**src/rtl/control_pkg.sv**
```systemverilog
// Shared opcode map, FSM state encoding, ALU codes and strobe bundle for the hardwired
// control sequencer and its strobe decoder.
package control_pkg;

  localparam logic [4:0] OP_LD   = 5'd0;
  localparam logic [4:0] OP_LDI  = 5'd1;
  localparam logic [4:0] OP_ST   = 5'd2;
  localparam logic [4:0] OP_ADD  = 5'd3;
  localparam logic [4:0] OP_SUB  = 5'd4;
  localparam logic [4:0] OP_AND  = 5'd5;
  localparam logic [4:0] OP_OR   = 5'd6;
  localparam logic [4:0] OP_SHL  = 5'd7;
  localparam logic [4:0] OP_SHR  = 5'd8;
  localparam logic [4:0] OP_ADDI = 5'd9;
  localparam logic [4:0] OP_ANDI = 5'd10;
  localparam logic [4:0] OP_ORI  = 5'd11;
  localparam logic [4:0] OP_JR   = 5'd20;
  localparam logic [4:0] OP_JAL  = 5'd21;
  localparam logic [4:0] OP_NOP  = 5'd26;
  localparam logic [4:0] OP_HALT = 5'd27;

  typedef enum logic [3:0] {
    S_IDLE, S_T0, S_T1, S_T2, S_T3, S_T4, S_T5, S_T6, S_T7, S_HALT, S_FAULT
  } state_t;

  typedef enum logic [3:0] {
    ALU_ADD = 4'd0, ALU_SUB = 4'd1, ALU_AND = 4'd2, ALU_OR = 4'd3,
    ALU_SHL = 4'd4, ALU_SHR = 4'd5
  } alu_op_t;

  typedef enum logic [3:0] {
    C_NONE, C_ALU_REG, C_ALU_IMM, C_LDI, C_LD, C_ST, C_JR, C_JAL, C_HALT
  } op_class_t;

  typedef struct packed {
    logic pc_out, pc_in, inc_pc, mar_in, mdr_in, mdr_out, ir_in, y_in, z_in, zlow_out, c_out;
    logic gra, grb, grc, r_in, r_out, ba_out, r15_in, read, write;
  } strobes_t;

  function automatic op_class_t op_class(input logic [4:0] op);
    case (op)
      OP_ADD, OP_SUB, OP_AND, OP_OR, OP_SHL, OP_SHR: return C_ALU_REG;
      OP_ADDI, OP_ANDI, OP_ORI:                     return C_ALU_IMM;
      OP_LDI:  return C_LDI;
      OP_LD:   return C_LD;
      OP_ST:   return C_ST;
      OP_JR:   return C_JR;
      OP_JAL:  return C_JAL;
      OP_HALT: return C_HALT;
      default: return C_NONE;
    endcase
  endfunction

  function automatic alu_op_t alu_of(input logic [4:0] op);
    case (op)
      OP_SUB:          return ALU_SUB;
      OP_AND, OP_ANDI: return ALU_AND;
      OP_OR, OP_ORI:   return ALU_OR;
      OP_SHL:          return ALU_SHL;
      OP_SHR:          return ALU_SHR;
      default:         return ALU_ADD;
    endcase
  endfunction

  // Final micro-step of each instruction class; the step after it is an instruction boundary.
  function automatic logic is_last(input state_t s, input op_class_t c);
    case (c)
      C_JAL:                         return s == S_T4;
      C_ALU_REG, C_ALU_IMM, C_LDI:   return s == S_T5;
      C_LD, C_ST:                    return s == S_T7;
      default:                       return s == S_T3;
    endcase
  endfunction

endpackage

```
**src/rtl/control_strobe_decode.sv**
```systemverilog
// Combinational map from FSM state (and opcode once decoded) to the strobe bundle and ALU code.
module control_strobe_decode
  import control_pkg::*;
(
  input  state_t         state,
  input  logic [4:0]     opcode,
  output strobes_t       strobes,
  output logic [3:0]     alu_op
);

  op_class_t cls;

  always_comb begin
    strobes = '0;
    alu_op  = ALU_ADD;
    cls     = op_class(opcode);
    case (state)
      S_T0: begin strobes.pc_out = 1'b1; strobes.mar_in = 1'b1; strobes.inc_pc = 1'b1; strobes.z_in = 1'b1; end
      S_T1: begin strobes.zlow_out = 1'b1; strobes.pc_in = 1'b1; strobes.read = 1'b1; strobes.mdr_in = 1'b1; end
      S_T2: begin strobes.mdr_out = 1'b1; strobes.ir_in = 1'b1; end
      S_T3: begin
        case (cls)
          C_ALU_REG, C_ALU_IMM: begin strobes.grb = 1'b1; strobes.r_out = 1'b1; strobes.y_in = 1'b1; end
          C_LDI, C_LD, C_ST:    begin strobes.grb = 1'b1; strobes.ba_out = 1'b1; strobes.y_in = 1'b1; end
          C_JR:  begin strobes.gra = 1'b1; strobes.r_out = 1'b1; strobes.pc_in = 1'b1; end
          C_JAL: begin strobes.pc_out = 1'b1; strobes.r15_in = 1'b1; end
          default: ;
        endcase
      end
      S_T4: begin
        case (cls)
          C_ALU_REG: begin strobes.grc = 1'b1; strobes.r_out = 1'b1; strobes.z_in = 1'b1; alu_op = alu_of(opcode); end
          C_ALU_IMM: begin strobes.c_out = 1'b1; strobes.z_in = 1'b1; alu_op = alu_of(opcode); end
          C_LDI, C_LD, C_ST: begin strobes.c_out = 1'b1; strobes.z_in = 1'b1; end
          C_JAL: begin strobes.gra = 1'b1; strobes.r_out = 1'b1; strobes.pc_in = 1'b1; end
          default: ;
        endcase
      end
      S_T5: begin
        case (cls)
          C_ALU_REG, C_ALU_IMM, C_LDI: begin strobes.zlow_out = 1'b1; strobes.gra = 1'b1; strobes.r_in = 1'b1; end
          C_LD, C_ST: begin strobes.zlow_out = 1'b1; strobes.mar_in = 1'b1; end
          default: ;
        endcase
      end
      S_T6: begin
        if (cls == C_LD) begin strobes.read = 1'b1; strobes.mdr_in = 1'b1; end
        else if (cls == C_ST) begin strobes.gra = 1'b1; strobes.r_out = 1'b1; strobes.mdr_in = 1'b1; end
      end
      S_T7: begin
        if (cls == C_LD) begin strobes.mdr_out = 1'b1; strobes.gra = 1'b1; strobes.r_in = 1'b1; end
        else if (cls == C_ST) strobes.write = 1'b1;
      end
      default: ;
    endcase
  end

endmodule

```
**src/rtl/control_sequencer.sv**
```systemverilog
// Hardwired Moore control unit: fetch/decode/execute step register, memory wait counter
// with timeout, sticky fault flag. Strobes are decoded from the registered step.
module control_sequencer
  import control_pkg::*;
#(
  parameter int OPW         = 5,
  parameter int MEM_TIMEOUT = 255
) (
  input  logic           clock,
  input  logic           reset_n,
  input  logic           start,
  input  logic           stop,
  input  logic [OPW-1:0] opcode,
  input  logic           con_ff,
  input  logic           mem_ready,
  output logic PCout, PCin, IncPC, MARin, MDRin, MDRout, IRin, Yin, Zin, Zlowout, Cout,
  output logic Gra, Grb, Grc, Rin, Rout, BAout, R15in,
  output logic           Read,
  output logic           Write,
  output logic [3:0]     alu_op,
  output logic           running,
  output logic           fault
);

  localparam int CW = $clog2(MEM_TIMEOUT + 1);
  localparam logic [CW-1:0] WAIT_LIMIT = CW'(MEM_TIMEOUT - 1);

  state_t          state_reg;
  state_t          done_next;
  logic [CW-1:0]   wait_cnt_reg;
  logic            fault_reg;
  logic            waiting;
  op_class_t       cls;
  strobes_t        strobes;
  logic            unused_con_ff;

  assign unused_con_ff = con_ff;

  always_comb begin
    cls     = op_class(opcode);
    waiting = (state_reg == S_T1) ||
              (state_reg == S_T6 && cls == C_LD) ||
              (state_reg == S_T7 && cls == C_ST);
    if (state_reg == S_T3 && cls == C_HALT)
      done_next = S_HALT;
    else if (is_last(state_reg, cls))
      done_next = stop ? S_HALT : S_T0;
    else
      done_next = state_t'(state_reg + 4'd1);
  end

  always_ff @(posedge clock) begin
    if (!reset_n) begin
      state_reg    <= S_IDLE;
      wait_cnt_reg <= '0;
      fault_reg    <= 1'b0;
    end else begin
      case (state_reg)
        S_IDLE, S_HALT: if (start && !stop) state_reg <= S_T0;
        S_FAULT: ;
        default: begin
          // A ready on the limit cycle still completes the transfer.
          if (!waiting) begin
            state_reg <= done_next;
          end else if (mem_ready) begin
            state_reg    <= done_next;
            wait_cnt_reg <= '0;
          end else if (wait_cnt_reg == WAIT_LIMIT) begin
            state_reg    <= S_FAULT;
            fault_reg    <= 1'b1;
            wait_cnt_reg <= '0;
          end else begin
            wait_cnt_reg <= wait_cnt_reg + 1'b1;
          end
        end
      endcase
    end
  end

  control_strobe_decode u_decode (
    .state   (state_reg),
    .opcode  (opcode),
    .strobes (strobes),
    .alu_op  (alu_op)
  );

  assign {PCout, PCin, IncPC, MARin, MDRin, MDRout, IRin, Yin, Zin, Zlowout, Cout,
          Gra, Grb, Grc, Rin, Rout, BAout, R15in, Read, Write} = strobes;
  assign running = (state_reg >= S_T0) && (state_reg <= S_T7);
  assign fault   = fault_reg;

endmodule

```
**config.mk**
```make
export PLATFORM = sky130hd
export DESIGN_NAME = control_sequencer
export DESIGN_NICKNAME = d
export VERILOG_FILES = /design/src/rtl/control_pkg.sv /design/src/rtl/control_strobe_decode.sv /design/src/rtl/control_sequencer.sv
export SDC_FILE = /design/constraint.sdc
export NUM_CORES = 1
export LEC_CHECK = 0
export ABC_AREA = 1
export ABC_CLOCK_PERIOD_IN_PS = 2300
export BUFFER_PORTS_ARGS = -buffer_cell sky130_fd_sc_hd__buf_2
export CAP_MARGIN = 40
export CORE_AREA = 2 2 54 56
export CTS_BUF_LIST = sky130_fd_sc_hd__clkbuf_4 sky130_fd_sc_hd__clkbuf_8
export DETAILED_ROUTE_END_ITERATION = 8
export DIE_AREA = 0 0 56 58
export GPL_TIMING_DRIVEN = 0
export PLACE_DENSITY = 0.79
export SYNTH_ARGS = -nofsm -noshare
export SYNTH_HDL_FRONTEND = slang
export SYNTH_SLANG_ARGS = --single-unit
export TNS_END_PERCENT = 50
```
**constraint.sdc**
```tcl
create_clock -name clock -period 2.3 [get_ports clock]
set_input_delay 0.46 -clock clock [delete_from_list [all_inputs] [get_ports clock]]
set_output_delay 0.46 -clock clock [all_outputs]
set_load 0.02 [all_outputs]
```
Word level (Yosys, flattened, before mapping)
Memories as Yosys holds them, arrays and structs flattened.
Cells that the tools add are included.
{"block": "word_totals", "register_bits": 13, "rom_bits": 256, "in_bits": 11, "mem_count": 2}
{"block": "op_classes", "n_addsub": 2, "magnitude_cmp": 2, "n_eq_ne": 34, "n_mux": 47, "bitwise_logic": 3, "n_reduce_logical": 26}
{"name": "(no name shown)", "words": 32, "word_bits": 4, "rd": 1, "rd_clocked_by_memory_dff": 0, "wr": 0, "line_no": "control_pkg.sv:41", "rtl": "case (op)"}
{"name": "(no name shown)", "words": 32, "word_bits": 4, "rd": 1, "rd_clocked_by_memory_dff": 0, "wr": 0, "line_no": "control_pkg.sv:41"}
{"op": "$eq A4 B3 Y1 const B", "count": 11}
{"op": "$mux W4", "count": 9}
{"op": "$eq A4 B2 Y1 const B", "count": 6}
{"op": "$mux W1", "count": 21}
{"op": "$eq A5 B3 Y1 const B", "count": 4}
{"op": "$eq A4 B4 Y1 const B", "count": 4}
{"op": "$mux W8", "count": 2}
{"op": "$pmux W1 S2", "count": 8}
{"op": "$eq A5 B4 Y1 const B", "count": 3}
{"op": "$pmux W3 S5", "count": 1}
{"op": "$reduce_or A3 Y1", "count": 5}
{"op": "$reduce_or A2 Y1", "count": 7}
{"op": "$eq A4 B1 Y1 const B", "count": 3}
{"op": "$pmux W1 S3", "count": 3}
{"op": "$add A8 B1 Y8 const B", "count": 1}
{"op": "$eq A8 B8 Y1 const B", "count": 1}
{"op": "$pmux W4 S2", "count": 1}
{"op": "$logic_and A1 B1 Y1", "count": 5}
{"op": "$pmux W1 S5", "count": 1}
{"op": "$reduce_or A5 Y1", "count": 1}
{"op": "$add A4 B1 Y4 const B", "count": 1}
{"op": "$ge A4 B1 Y1 const B", "count": 1}
{"op": "$le A4 B4 Y1 const B", "count": 1}
{"op": "$logic_not A4 Y1", "count": 1}
{"op": "10 further kinds", "count": 13}

Depth between registers and ports, before layout
Gate-level depths: netlist of run 1.
An unclocked memory read counts as a cell.
{"block": "logic_depth", "ltp_word": 10, "ltp_mapped": 13}

By module
Synthesis of run 1 repeated with hierarchy kept, for this count alone.
{"block": "hier_totals", "hier_cells": 267, "area_unflattened_um2": 1629.1}
{"mod": "control_sequencer", "instances": 1, "cells_per_inst": 163, "area_each_um2": 1097.3}
{"mod": "control_strobe_decode", "instances": 1, "cells_per_inst": 104, "area_each_um2": 531.8}

Least setup slack after synthesis of run 1
OpenSTA, ideal clock, no wires.
{"block": "synth_timing", "path_kind": "input to output", "startpoint": "input opcode[2]", "endpoint": "output Rout", "arrival_time_ps": 1815, "slack_ps": 25, "path_stages": 9, "n_path_buf": 0, "cell_sequence": "inv_1 nor2_2 nand2_1 nand2_2 nor2_2 nand3_1 nor3_1 a21oi_1 nand3_1"}
{"block": "synth_via", "elab_chain_len": 5}
{"item": "from (decl)", "line_no": "control_sequencer.sv:13", "rtl": "input logic [OPW-1:0] opcode,"}
{"item": "$mem_v2 Z32 W4 (*)"}
{"item": "$eq A4 B3 Y1, or another cell as far along", "line_no": "control_strobe_decode.sv:22", "rtl": "case (cls)"}
{"item": "$reduce_or A3 Y1 (no source line), or another cell as far along"}
{"item": "$mux W1 (on tied branches)", "line_no": "control_strobe_decode.sv:22, control_strobe_decode.sv:31, control_strobe_decode.sv:47"}
{"item": "$pmux W1 S3 (*)", "line_no": "control_strobe_decode.sv:17", "rtl": "case (state)"}
{"item": "to (decl)", "line_no": "control_sequencer.sv:17", "rtl": "output logic Gra, Grb, Grc, Rin, Rout, BAout, R15in,"}
Mark *: on every way between the ends. The rest lies on a longest branch, timed or not.

Final worst setup path of run 1
{"block": "layout_timing", "startpoint": "register state_reg[1]", "endpoint": "output Gra"}
{"block": "layout_via", "elab_chain_len": 2}
{"item": "from (decl)", "line_no": "control_sequencer.sv:28", "rtl": "state_t state_reg;"}
{"item": "from (signal assigned)", "line_no": "control_sequencer.sv:64", "rtl": "state_reg <= done_next;"}
{"item": "from (signal assigned)", "line_no": "control_sequencer.sv:66", "rtl": "state_reg <= done_next;"}
{"item": "$eq A4 B4 Y1 / $eq A4 B3 Y1 (equally long branches)", "line_no": "control_strobe_decode.sv:17"}
{"item": "$pmux W1 S5 (*)", "line_no": "control_strobe_decode.sv:17"}
{"item": "to (decl)", "line_no": "control_sequencer.sv:17"}
Marked as above.

==> impl_metrics.yaml, run 1 <==
sta:
  layout_min_cycle_time_ps: 2180
  layout_worst_path_cycle_share_pct: 94.9
  whs_ps: 460
  fin_ws_ps: 117
  setup_viol_count_final: 0
  hold_viol: 0
  achievable-frequency_mhz: 458
  setup_total_negative_slack_ps: 0
  final_max_slew_viol_count: 0
  fin_skew_ps: 0.706
logic_synthesis:
  mappedNetlistNets: 234
  synth_seq_area_share_pct: 18.8
  syn-cell-area_mm2: 0.00138
  syn-mean-instance-area_um2: 6.40
  synth.distinct_cells: 37
  synth_cells: 216
  synth_warnings: 0
  synth.ff_latch_count: 13
grt:
  gr-total-overflow: 0
  global_route.usage.met2_pct: 35.5
  grt_usage_pct: 20.2
  grt_use_met1_pct: 25.0
  global_route.usage.met3_pct: 4.46
  gr-max-usage-layer: "met2"
  grt_max_degree: 11
  first_pass_grt_wire_length_um: 5400
  grt_antenna_before_repair: 0
  number_of_global_route_vias_before_repair: 1367
run:
  cap_viol_max_count: 0
die:
  core_area_mm2: 0.00266
  die_area_mm2: 0.00325
  height_of_the_die_um: 58
  top_level_ports: 37
  initial_util_pct: 51.9
  row_count: 19
  fp.dieW_um: 56
worst_setup_path:
  required_ps: 1840
  critPathBufInv: 4
  crit_chain: "inv_1 > ha_1 > inv_2 > nor2_1 > inv_2 > nor2_2 > a41oi_4 > nand4_1 > buf_4"
  timing.critical_path.from_type: "flip-flop"
  worstSetupEndpointType: "output pin"
  critical_path_arrival_ps: 1720
  worst_path_largest_cell_delay_ps: 370
  timing.setup.critical_path_class: "flip-flop to output pin"
  critical-path-top-delay-family: "buffers and inverters"
  most_prevalent_standard_cell_on_the_critical_path: "inv_2"
  timing.critical_path.fanout_max: 5
  slowest_stage: "dfxtp_2"
hold_path:
  holdCritPathClass: "primary input to flip-flop"
routing:
  detail_route.vias_per_cell: 5.20
  post_dr_wirelength_cell_um: 11.6
  totalWireLength_um: 3430
  drt-initial-drc-count: 61
  drt-pass1-iter-count: 4
  drc_errors: 0
  antenna_violating_nets_post_route: 0
  dr_total_vias: 1540
clock_tree:
  holdBufCountCts: 0
  worst_setup_hold_path_clk_slew_ps: 80
  maximum_number_of_buffers_from_clock_root_to_sink: 2
  cts-buffers-inserted: 3
  clock_sink_count: 13
  cts-htree-levels: 1
  clockRootBuffer: "clkbuf_4"
  cts_tree: "built"
  worst_skew_pair.late_latency_ps: 280
place:
  portBuffers: 34
  post_place_setup_slack_ps: -6.74
  placedCellCount: 281
  gp_congestion: 0.918
  placed_cell_area_mm2: 0.00159
  dp_hpwl_um: 2480
power_and_ir_drop:
  netSwitchingFraction_pct: 39.2
  power_frac_seq_pct: 36.5
  p_leak_nw: 0.866
  power-per-cell-area_mw_per_mm2: 366
  comb_power_share_pct: 40.0
  internal_power_mw: 0.398
  power.net_switching_mw: 0.256
  ir_worst_vdd_mv: 0.405
  clock_power_share_pct: 23.5
layout:
  multi_input_comb_area_mm2: 0.00103
  leading_cell_types_in_the_layout_fill_and_taps_excluded: "nand2_1 (35), buf_2 (31), inv_1 (27)"
  design.final.nets: 284
  flip_flop_and_latch_area_um2: 262
  mostFrequentLayoutCell: "nand2_1"
  fraction_of_final_layout_cells_with_drive_strength_greater_than_1_pct: 38.9
  syn_to_final_growth_pct: 29.5
  design_area_mm2: 0.00179
  number_of_flip_flops_in_the_largest_register: 8
  n_antenna_cell: 0
  post_layout_nonfiller_instances: 296
  fillers: 230
outcome:
  status: "finished, final reports clean"
==> layout make-up <==
class,instances,area share (%)
multi-input combinational,161,57.4
sequential,13,14.6
timing repair buffer,45,14.5
inverter,39,8.32
tap,31,2.17
clock buffer,4,1.68
buffer,3,1.26
==> Yosys cell counts <==
cell / number / share of area [%]
nand2_1: 38 / 10
inv_1: 32 / 8.7
nor2_1: 28 / 7.6
nand3_1: 17 / 6.2
dfxtp_1: 13 / 19
o21ai_0: 9 / 3.3
a21oi_1: 8 / 2.9
nor2_2: 8 / 3.6
ha_1: 7 / 6.3
inv_2: 6 / 1.6
nand2_2: 6 / 2.7
nand4_1: 6 / 2.7
xnor2_1: 4 / 2.5
a211oi_1: 3 / 1.6
buf_4: 3 / 1.6
nor3_1: 3 / 1.1
a311oi_1: 2 / 1.3
nand2_4: 2 / 1.6
nand3_2: 2 / 1.4
o21ai_4: 2 / 2.4
a211oi_2: 1 / 0.91
a21boi_1: 1 / 0.54
a21oi_4: 1 / 1.2
a31oi_1: 1 / 0.45
a32oi_1: 1 / 0.63
a41oi_1: 1 / 0.63
conb_1: 1 / 0.27
inv_4: 1 / 0.45
nand3b_2: 1 / 0.82
nor2_4: 1 / 0.82
nor3_2: 1 / 0.72
nor3_4: 1 / 1.2
nor3b_2: 1 / 0.91
nor4_1: 1 / 0.45
o31ai_1: 1 / 0.54
or2_2: 1 / 0.45
xor2_1: 1 / 0.63
==> tightest hold or removal path, cell delays in order <==
cell and delay (ps):
buf_2 130, nand2_1 70, a21oi_1 40
==> metrics by stage <==
| step | total power, mW | util, % |
|---|---|---|
| after floorplan | 0.411 | - |
| after global placement | 0.473 | 59.7 |
| after detailed placement | 0.475 | 59.7 |
| after CTS | 0.633 | 61.4 |
| after global routing | 0.695 | 67.2 |
| final | 0.654 | 67.2 |
==> final timing paths <==
kind | endpoint | startpoint | slack, ps | cells past startpoint
worst max-delay path | Gra | state_reg[1] | 120 | 9
worst min-delay path | state_reg[0] | reset_n | 460 | 3
worst max register to register | wait_cnt_reg[5] | state_reg[0] | 350 | 13
worst min register to register | fault | fault | 470 | 2
==> routing by layer <==
layer | routed length (um) | vias to the layer above
li1 | - | 799
met5 | 0 | -
met1 | 1490 | 705
met4 | 12 | 0
met3 | 151 | 2
met2 | 1780 | 34
==> power groups by stage <==
stage | logic [mW] | registers (mW) | clock network [mW]
after floorplan | 0.169 | 0.242 | 0
after global placement | 0.230 | 0.243 | 0
after global routing | 0.289 | 0.240 | 0.165
after detailed placement | 0.232 | 0.244 | 0
final | 0.262 | 0.239 | 0.154
after CTS | 0.235 | 0.239 | 0.160
==> logic make-up after synthesis <==
kind of cell / after synthesis / synth area share, %
compound gates: 31 / 16.3
xor+xnor: 5 / 3.17
fa+ha+maj: 7 / 6.34
buf+inv: 42 / 12.4
flops: 13 / 18.8
other cells: 1 / 0.271
simple gates: 117 / 42.7
==> what timing repair did <==
| item | 4_1_cts | 5_1_grt |
|---|---|---|
| pin swaps | 0 | 8 |
| gates resized for setup | 5 | 22 |
| hold endpoints to repair | 0 | 0 |
| setup buffers | 0 | 11 |
| setup endpoints to repair | 6 | 11 |
(Power assumes the default switching activity.)
==> run 2, diff against run 1 <==
--- a/config.mk
+++ b/config.mk
@@ -6,15 +6,15 @@
 export NUM_CORES = 1
 export LEC_CHECK = 0
 export ABC_AREA = 1
-export ABC_CLOCK_PERIOD_IN_PS = 2300
+export ABC_CLOCK_PERIOD_IN_PS = 1800
 export BUFFER_PORTS_ARGS = -buffer_cell sky130_fd_sc_hd__buf_2
 export CAP_MARGIN = 40
-export CORE_AREA = 2 2 54 56
+export CORE_AREA = 2 2 57 59
 export CTS_BUF_LIST = sky130_fd_sc_hd__clkbuf_4 sky130_fd_sc_hd__clkbuf_8
 export DETAILED_ROUTE_END_ITERATION = 8
-export DIE_AREA = 0 0 56 58
+export DIE_AREA = 0 0 59 61
 export GPL_TIMING_DRIVEN = 0
-export PLACE_DENSITY = 0.79
+export PLACE_DENSITY = 0.75
 export SYNTH_ARGS = -nofsm -noshare
 export SYNTH_HDL_FRONTEND = slang
 export SYNTH_SLANG_ARGS = --single-unit
==> constraint.sdc (replaced) <==
create_clock -name clock -period 1.8 [get_ports clock]
set_input_delay 0.36 -clock clock [delete_from_list [all_inputs] [get_ports clock]]
set_output_delay 0.36 -clock clock [all_outputs]
set_load 0.02 [all_outputs]
==> impl_metrics.yaml, run 2 (synthesis gave the netlist of run 1 again) <==
clock_tree:
  cts-buffers-inserted: 3
  clock_sink_count: 13
  worst_skew_pair.late_latency_ps: 280
  holdBufCountCts: 0
  maximum_number_of_buffers_from_clock_root_to_sink: 2
  worst_setup_hold_path_clk_slew_ps: 80
  cts-htree-levels: 1
  cts_tree: "built"
  clockRootBuffer: "clkbuf_4"
die:
  die_area_mm2: 0.00360
  core_area_mm2: 0.00295
  height_of_the_die_um: 61
  fp.dieW_um: 59
  initial_util_pct: 46.8
  row_count: 20
  top_level_ports: 37
layout:
  syn_to_final_growth_pct: 58.1
  multi_input_comb_area_mm2: 0.00117
  number_of_flip_flops_in_the_largest_register: 8
  fraction_of_final_layout_cells_with_drive_strength_greater_than_1_pct: 53.2
  n_antenna_cell: 0
  finish.utilization_pct: 73.9
  post_layout_nonfiller_instances: 313
  mostFrequentLayoutCell: "buf_4"
  leading_cell_types_in_the_layout_fill_and_taps_excluded: "buf_4 (40), nand2_1 (32), inv_1 (22)"
  design.final.nets: 299
  flip_flop_and_latch_area_um2: 273
  fillers: 194
worst_setup_path:
  critical_path_arrival_ps: 1720
  timing.critical_path.fanout_max: 4
  required_ps: 1440
  critPathBufInv: 4
  timing.setup.critical_path_class: "flip-flop to output pin"
  most_prevalent_standard_cell_on_the_critical_path: "inv_4"
  worst_path_largest_cell_delay_ps: 380
  worstSetupEndpointType: "output pin"
  slowest_stage: "dfxtp_4"
  crit_chain: "inv_4 > ha_4 > inv_4 > nor2_4 > inv_4 > nor2_4 > a41oi_2 > nand4_1 > buf_4"
  timing.critical_path.from_type: "flip-flop"
  critical-path-top-delay-family: "buffers and inverters"
grt:
  gr-max-usage-layer: "met2"
  grt_antenna_before_repair: 0
  global_route.usage.met3_pct: 5.97
  grt_use_met1_pct: 23.6
  global_route.usage.met2_pct: 44.1
  number_of_global_route_vias_before_repair: 1566
  grt_max_degree: 11
  gr-total-overflow: 0
  first_pass_grt_wire_length_um: 6460
  grt_usage_pct: 23.2
place:
  placedCellCount: 283
  dp_hpwl_um: 2490
  portBuffers: 34
  gp_congestion: 0.843
routing:
  drt-initial-drc-count: 178
  drt-pass1-iter-count: 5
  antenna_violating_nets_post_route: 0
  totalWireLength_um: 4890
  drc_errors: 0
  post_dr_wirelength_cell_um: 15.6
  detail_route.vias_per_cell: 5.79
  dr_total_vias: 1813
power_and_ir_drop:
  power_frac_seq_pct: 32.4
  power.net_switching_mw: 0.383
  ir_worst_vdd_mv: 0.524
  internal_power_mw: 0.572
  p_leak_nw: 0.963
  netSwitchingFraction_pct: 40.1
  clock_power_share_pct: 20.4
  power-per-cell-area_mw_per_mm2: 437
  comb_power_share_pct: 47.2
sta:
  fin_ws_ps: -284
  fin_skew_ps: 5.31
  achievable-frequency_mhz: 480
  setup_total_negative_slack_ps: -4070
  layout_worst_path_cycle_share_pct: 116
  layout_min_cycle_time_ps: 2080
  grt_setup_unrepaired: "true"
  setup_viol_count_final: 34
  final_max_slew_viol_count: 0
  hold_viol: 0
hold_path:
  holdCritPathClass: "primary input to flip-flop"
outcome:
  status: "finished, violations left"
  violated_checks: "negative setup slack"
run:
  cap_viol_max_count: 0
==> run 2: cell count changes in the layout (fill, tap and decap cells not counted), moves of 4 or more <==
| cell | previous run | this run |
|---|---|---|
| buf_2 | 31 | 10 |
| nor2_1 | 23 | 15 |
| inv_4 | 1 | 10 |
| buf_4 | 17 | 40 |
| buf_6 | 0 | 13 |
| inv_2 | 11 | 7 |
| nor2_4 | 5 | 12 |
| inv_1 | 27 | 22 |
==> run 2: worst min-delay path: cells and delay by family <==
family	cells	cell delay [ps]
AO/OA/AOI/OAI	1	40
AND/OR/NAND/NOR	1	70
buffers and inverters	1	130
==> run 2: path summary, 6_finish.rpt <==
| kind | start | to | slack [ps] | cells past startpoint |
|---|---|---|---|---|
| setup reg to reg | state_reg[1] | wait_cnt_reg[7] | -110 | 13 |
| hold reg to reg | fault | fault | 480 | 2 |
| setup / recovery | state_reg[1] | Gra | -280 | 9 |
| hold / removal | reset_n | state_reg[0] | 360 | 3 |
==> run 2: cell type report <==
cell class / count / share of cell area [%]
Tap cell: 33 / 1.89
Timing Repair Buffer: 61 / 22.1
Sequential cell: 13 / 12.5
Buffer: 2 / 0.688
Multi-Input combinational cell: 161 / 53.6
Clock buffer: 4 / 1.38
Inverter: 39 / 7.85
==> run 2: layer usage <==
metal	part of all wire (%)	wire, um
met1	38	1840
met2	52	2530
met3	6.3	309
met4	4.5	221
met5	0	0
==> run 2: repair_timing <==
| item | 4_1_cts | 5_1_grt |
|---|---|---|
| setup buffers | 20 | 7 |
| resized for setup | 78 | 41 |
| pin swaps | 26 | 12 |
| endpoints found under the setup margin | 35 | 35 |
==> run 2: stage by stage <==
step | worst slack (ps) | hold slack [ps] | area [um^2] | power [mW]
after floorplan | -86.6 | 476 | 1390 | 0.528
after global placement | -305 | 436 | 1610 | 0.606
after detailed placement | -316 | 446 | 1610 | 0.610
after CTS | -161 | 326 | 1990 | 0.890
after global routing | -346 | 362 | 2180 | 1.01
final | -284 | 356 | 2180 | 0.955
==> run 2: power groups by stage <==
stage | registers [mW] | logic [mW] | clock network [mW]
after floorplan | 0.309 | 0.218 | 0
after global routing | 0.310 | 0.479 | 0.217
final | 0.310 | 0.451 | 0.194
after detailed placement | 0.311 | 0.299 | 0
after global placement | 0.311 | 0.295 | 0
after CTS | 0.310 | 0.376 | 0.205
==> run 3, diff against run 2 <==
--- a/config.mk
+++ b/config.mk
@@ -9,10 +9,10 @@
 export ABC_CLOCK_PERIOD_IN_PS = 1800
 export BUFFER_PORTS_ARGS = -buffer_cell sky130_fd_sc_hd__buf_2
 export CAP_MARGIN = 40
-export CORE_AREA = 2 2 57 59
+export CORE_AREA = 8 8 63 65
 export CTS_BUF_LIST = sky130_fd_sc_hd__clkbuf_4 sky130_fd_sc_hd__clkbuf_8
 export DETAILED_ROUTE_END_ITERATION = 8
-export DIE_AREA = 0 0 59 61
+export DIE_AREA = 0 0 71 73
 export GPL_TIMING_DRIVEN = 0
 export PLACE_DENSITY = 0.75
 export SYNTH_ARGS = -nofsm -noshare
==> impl_metrics.yaml, run 3 (synthesis gave the netlist of run 1 again) <==
place:
  gp_congestion: 0.861
  dp_hpwl_um: 2700
  portBuffers: 34
layout:
  n_antenna_cell: 0
  syn_to_final_growth_pct: 78.7
  leading_cell_types_in_the_layout_fill_and_taps_excluded: "buf_4 (58), nand2_1 (27), nor2_4 (19)"
  fraction_of_final_layout_cells_with_drive_strength_greater_than_1_pct: 62.0
  mostFrequentLayoutCell: "buf_4"
  design.final.nets: 319
  number_of_flip_flops_in_the_largest_register: 8
sta:
  layout_min_cycle_time_ps: 2070
  fin_skew_ps: 3.80
  layout_worst_path_cycle_share_pct: 115
  setup_total_negative_slack_ps: -4250
  fin_ws_ps: -266
  setup_viol_count_final: 34
  grt_setup_unrepaired: "true"
  achievable-frequency_mhz: 484
  whs_ps: 373
  hold_viol: 0
  final_max_slew_viol_count: 0
power_and_ir_drop:
  p_leak_nw: 1.12
  ir_worst_vdd_mv: 0.426
  power-per-cell-area_mw_per_mm2: 433
worst_setup_path:
  required_ps: 1960
  r2r_slack_ps: -270
  end_of_the_worst_register_to_register_path: "state_reg[0]"
  worstSetupStartpoint: "opcode[0]"
  timing.setup.critical_path_class: "primary input to flip-flop"
  timing.critical_path.from_type: "primary input"
  worstSetupEndpointType: "flip-flop"
  r2r_start: "state_reg[1]"
  critical_path_arrival_ps: 2230
  rr_worst_depth: 15
  timing.critical_path.fanout_max: 6
routing:
  dr_total_vias: 2031
  detail_route.vias_per_cell: 6.10
  drt-initial-drc-count: 279
  drt-pass1-iter-count: 7
  post_dr_wirelength_cell_um: 19.3
  totalWireLength_um: 6420
  drc_errors: 0
  antenna_violating_nets_post_route: 0
clock_tree:
  cts-htree-levels: 1
  clock_sink_count: 13
  cts-buffers-inserted: 3
  worst_setup_hold_path_clk_slew_ps: 70
  cts_tree: "built"
  clockRootBuffer: "clkbuf_4"
  maximum_number_of_buffers_from_clock_root_to_sink: 2
  worst_skew_pair.late_latency_ps: 280
grt:
  gr-total-overflow: 0
  global_route.usage.met3_pct: 4.81
  grt_antenna_before_repair: 0
  first_pass_grt_wire_length_um: 8230
  grt_max_degree: 11
  gr-max-usage-layer: "met2"
  number_of_global_route_vias_before_repair: 1799
  grt_use_met1_pct: 18.4
  grt_usage_pct: 19.4
  global_route.usage.met2_pct: 36.0
hold_path:
  min_to: "state_reg[0]"
  holdCritPathClass: "primary input to flip-flop"
  hold-path-cell-count: 3
  hold_start: "reset_n"
die:
  row_count: 20
  die_area_mm2: 0.00518
  fp.dieW_um: 71
  core_area_mm2: 0.00295
  initial_util_pct: 46.8
  height_of_the_die_um: 73
  top_level_ports: 37
run:
  cap_viol_max_count: 0
outcome:
  status: "finished, violations left"
  violated_checks: "negative setup slack"
==> run 3: cell types whose count changed in the layout (fill, tap and decap cells not counted), moves of 5 or more <==
cell,delta
buf_4,+18
nor2_4,+7
inv_1,-6
nand2_1,-5
==> run 3: final cells by class <==
type                    instances  area (um^2)
fillers                       138          484
well taps                      33         41.3
clock buffers                   4         30.0
flip-flops and latches         13          275
repair buffers                 80          661
plain buffers                   2         15.0
inverters                      39          186
multi-input cells             162         1260
==> run 3: metal layers <==
metal	routed length, um	part of all wire, %
met2	3120	49
met4	428	6.7
met1	2350	37
met5	0	0
met3	515	8.0
==> run 3: worst max-delay path by stage <==
stage	endpoint	slack (ps)	depth (start not counted)
2_1_floorplan	PCout	-90	6
3_3_place_gp	Rout	-290	10
3_5_place_dp	Gra	-290	10
4_1_cts	alu_op[0]	-150	8
5_1_grt	state_reg[0]	-360	16
6_report	state_reg[0]	-270	16
==> run 3: critical path, stage by stage <==
cell	delay (ps)
buf_8	110
nor2_4	120
nand2_2	70
nand2_2	90
nand3_4	110
nand4_1	180
nor2_4	60
buf_4	130
buf_4	120
buf_4	120
buf_4	140
nor2_1	120
nand3_1	120
buf_4	160
o21ai_1	130
a21oi_1	80
==> run 3: what timing repair did <==
action                                  in CTS  in global routing
setup buffers                               33                 14
gates cloned                                 0                  1
resized for setup                          107                 51
pin swaps                                   29                 16
endpoints found under the setup margin      35                 36
hold buffers                                 0                  0
==> run 3: stage by stage <==
| stage | utilization (%) | setup WS [ps] | instances | cell area, um^2 | total power, mW |
|---|---|---|---|---|---|
| 2_1_floorplan | - | -86.6 | 216 | 1390 | 0.528 |
| 3_5_place_dp | 54.4 | -295 | 283 | 1610 | 0.610 |
| 6_report | 83.6 | -266 | 333 | 2470 | 1.07 |
| 5_1_grt | 83.6 | -364 | 333 | 2470 | 1.11 |
| 3_3_place_gp | 54.4 | -290 | 283 | 1610 | 0.609 |
| 4_1_cts | 74.0 | -148 | 319 | 2180 | 0.933 |
==> run 3: power breakdown <==
group	switching, mW	leakage (nW)	total [mW]	internal (mW)
Clock	0.0924	0.0184	0.194	0.101
Combinational	0.337	0.989	0.563	0.227
Sequential	0.0164	0.108	0.311	0.294
Total	0.446	1.12	1.07	0.622
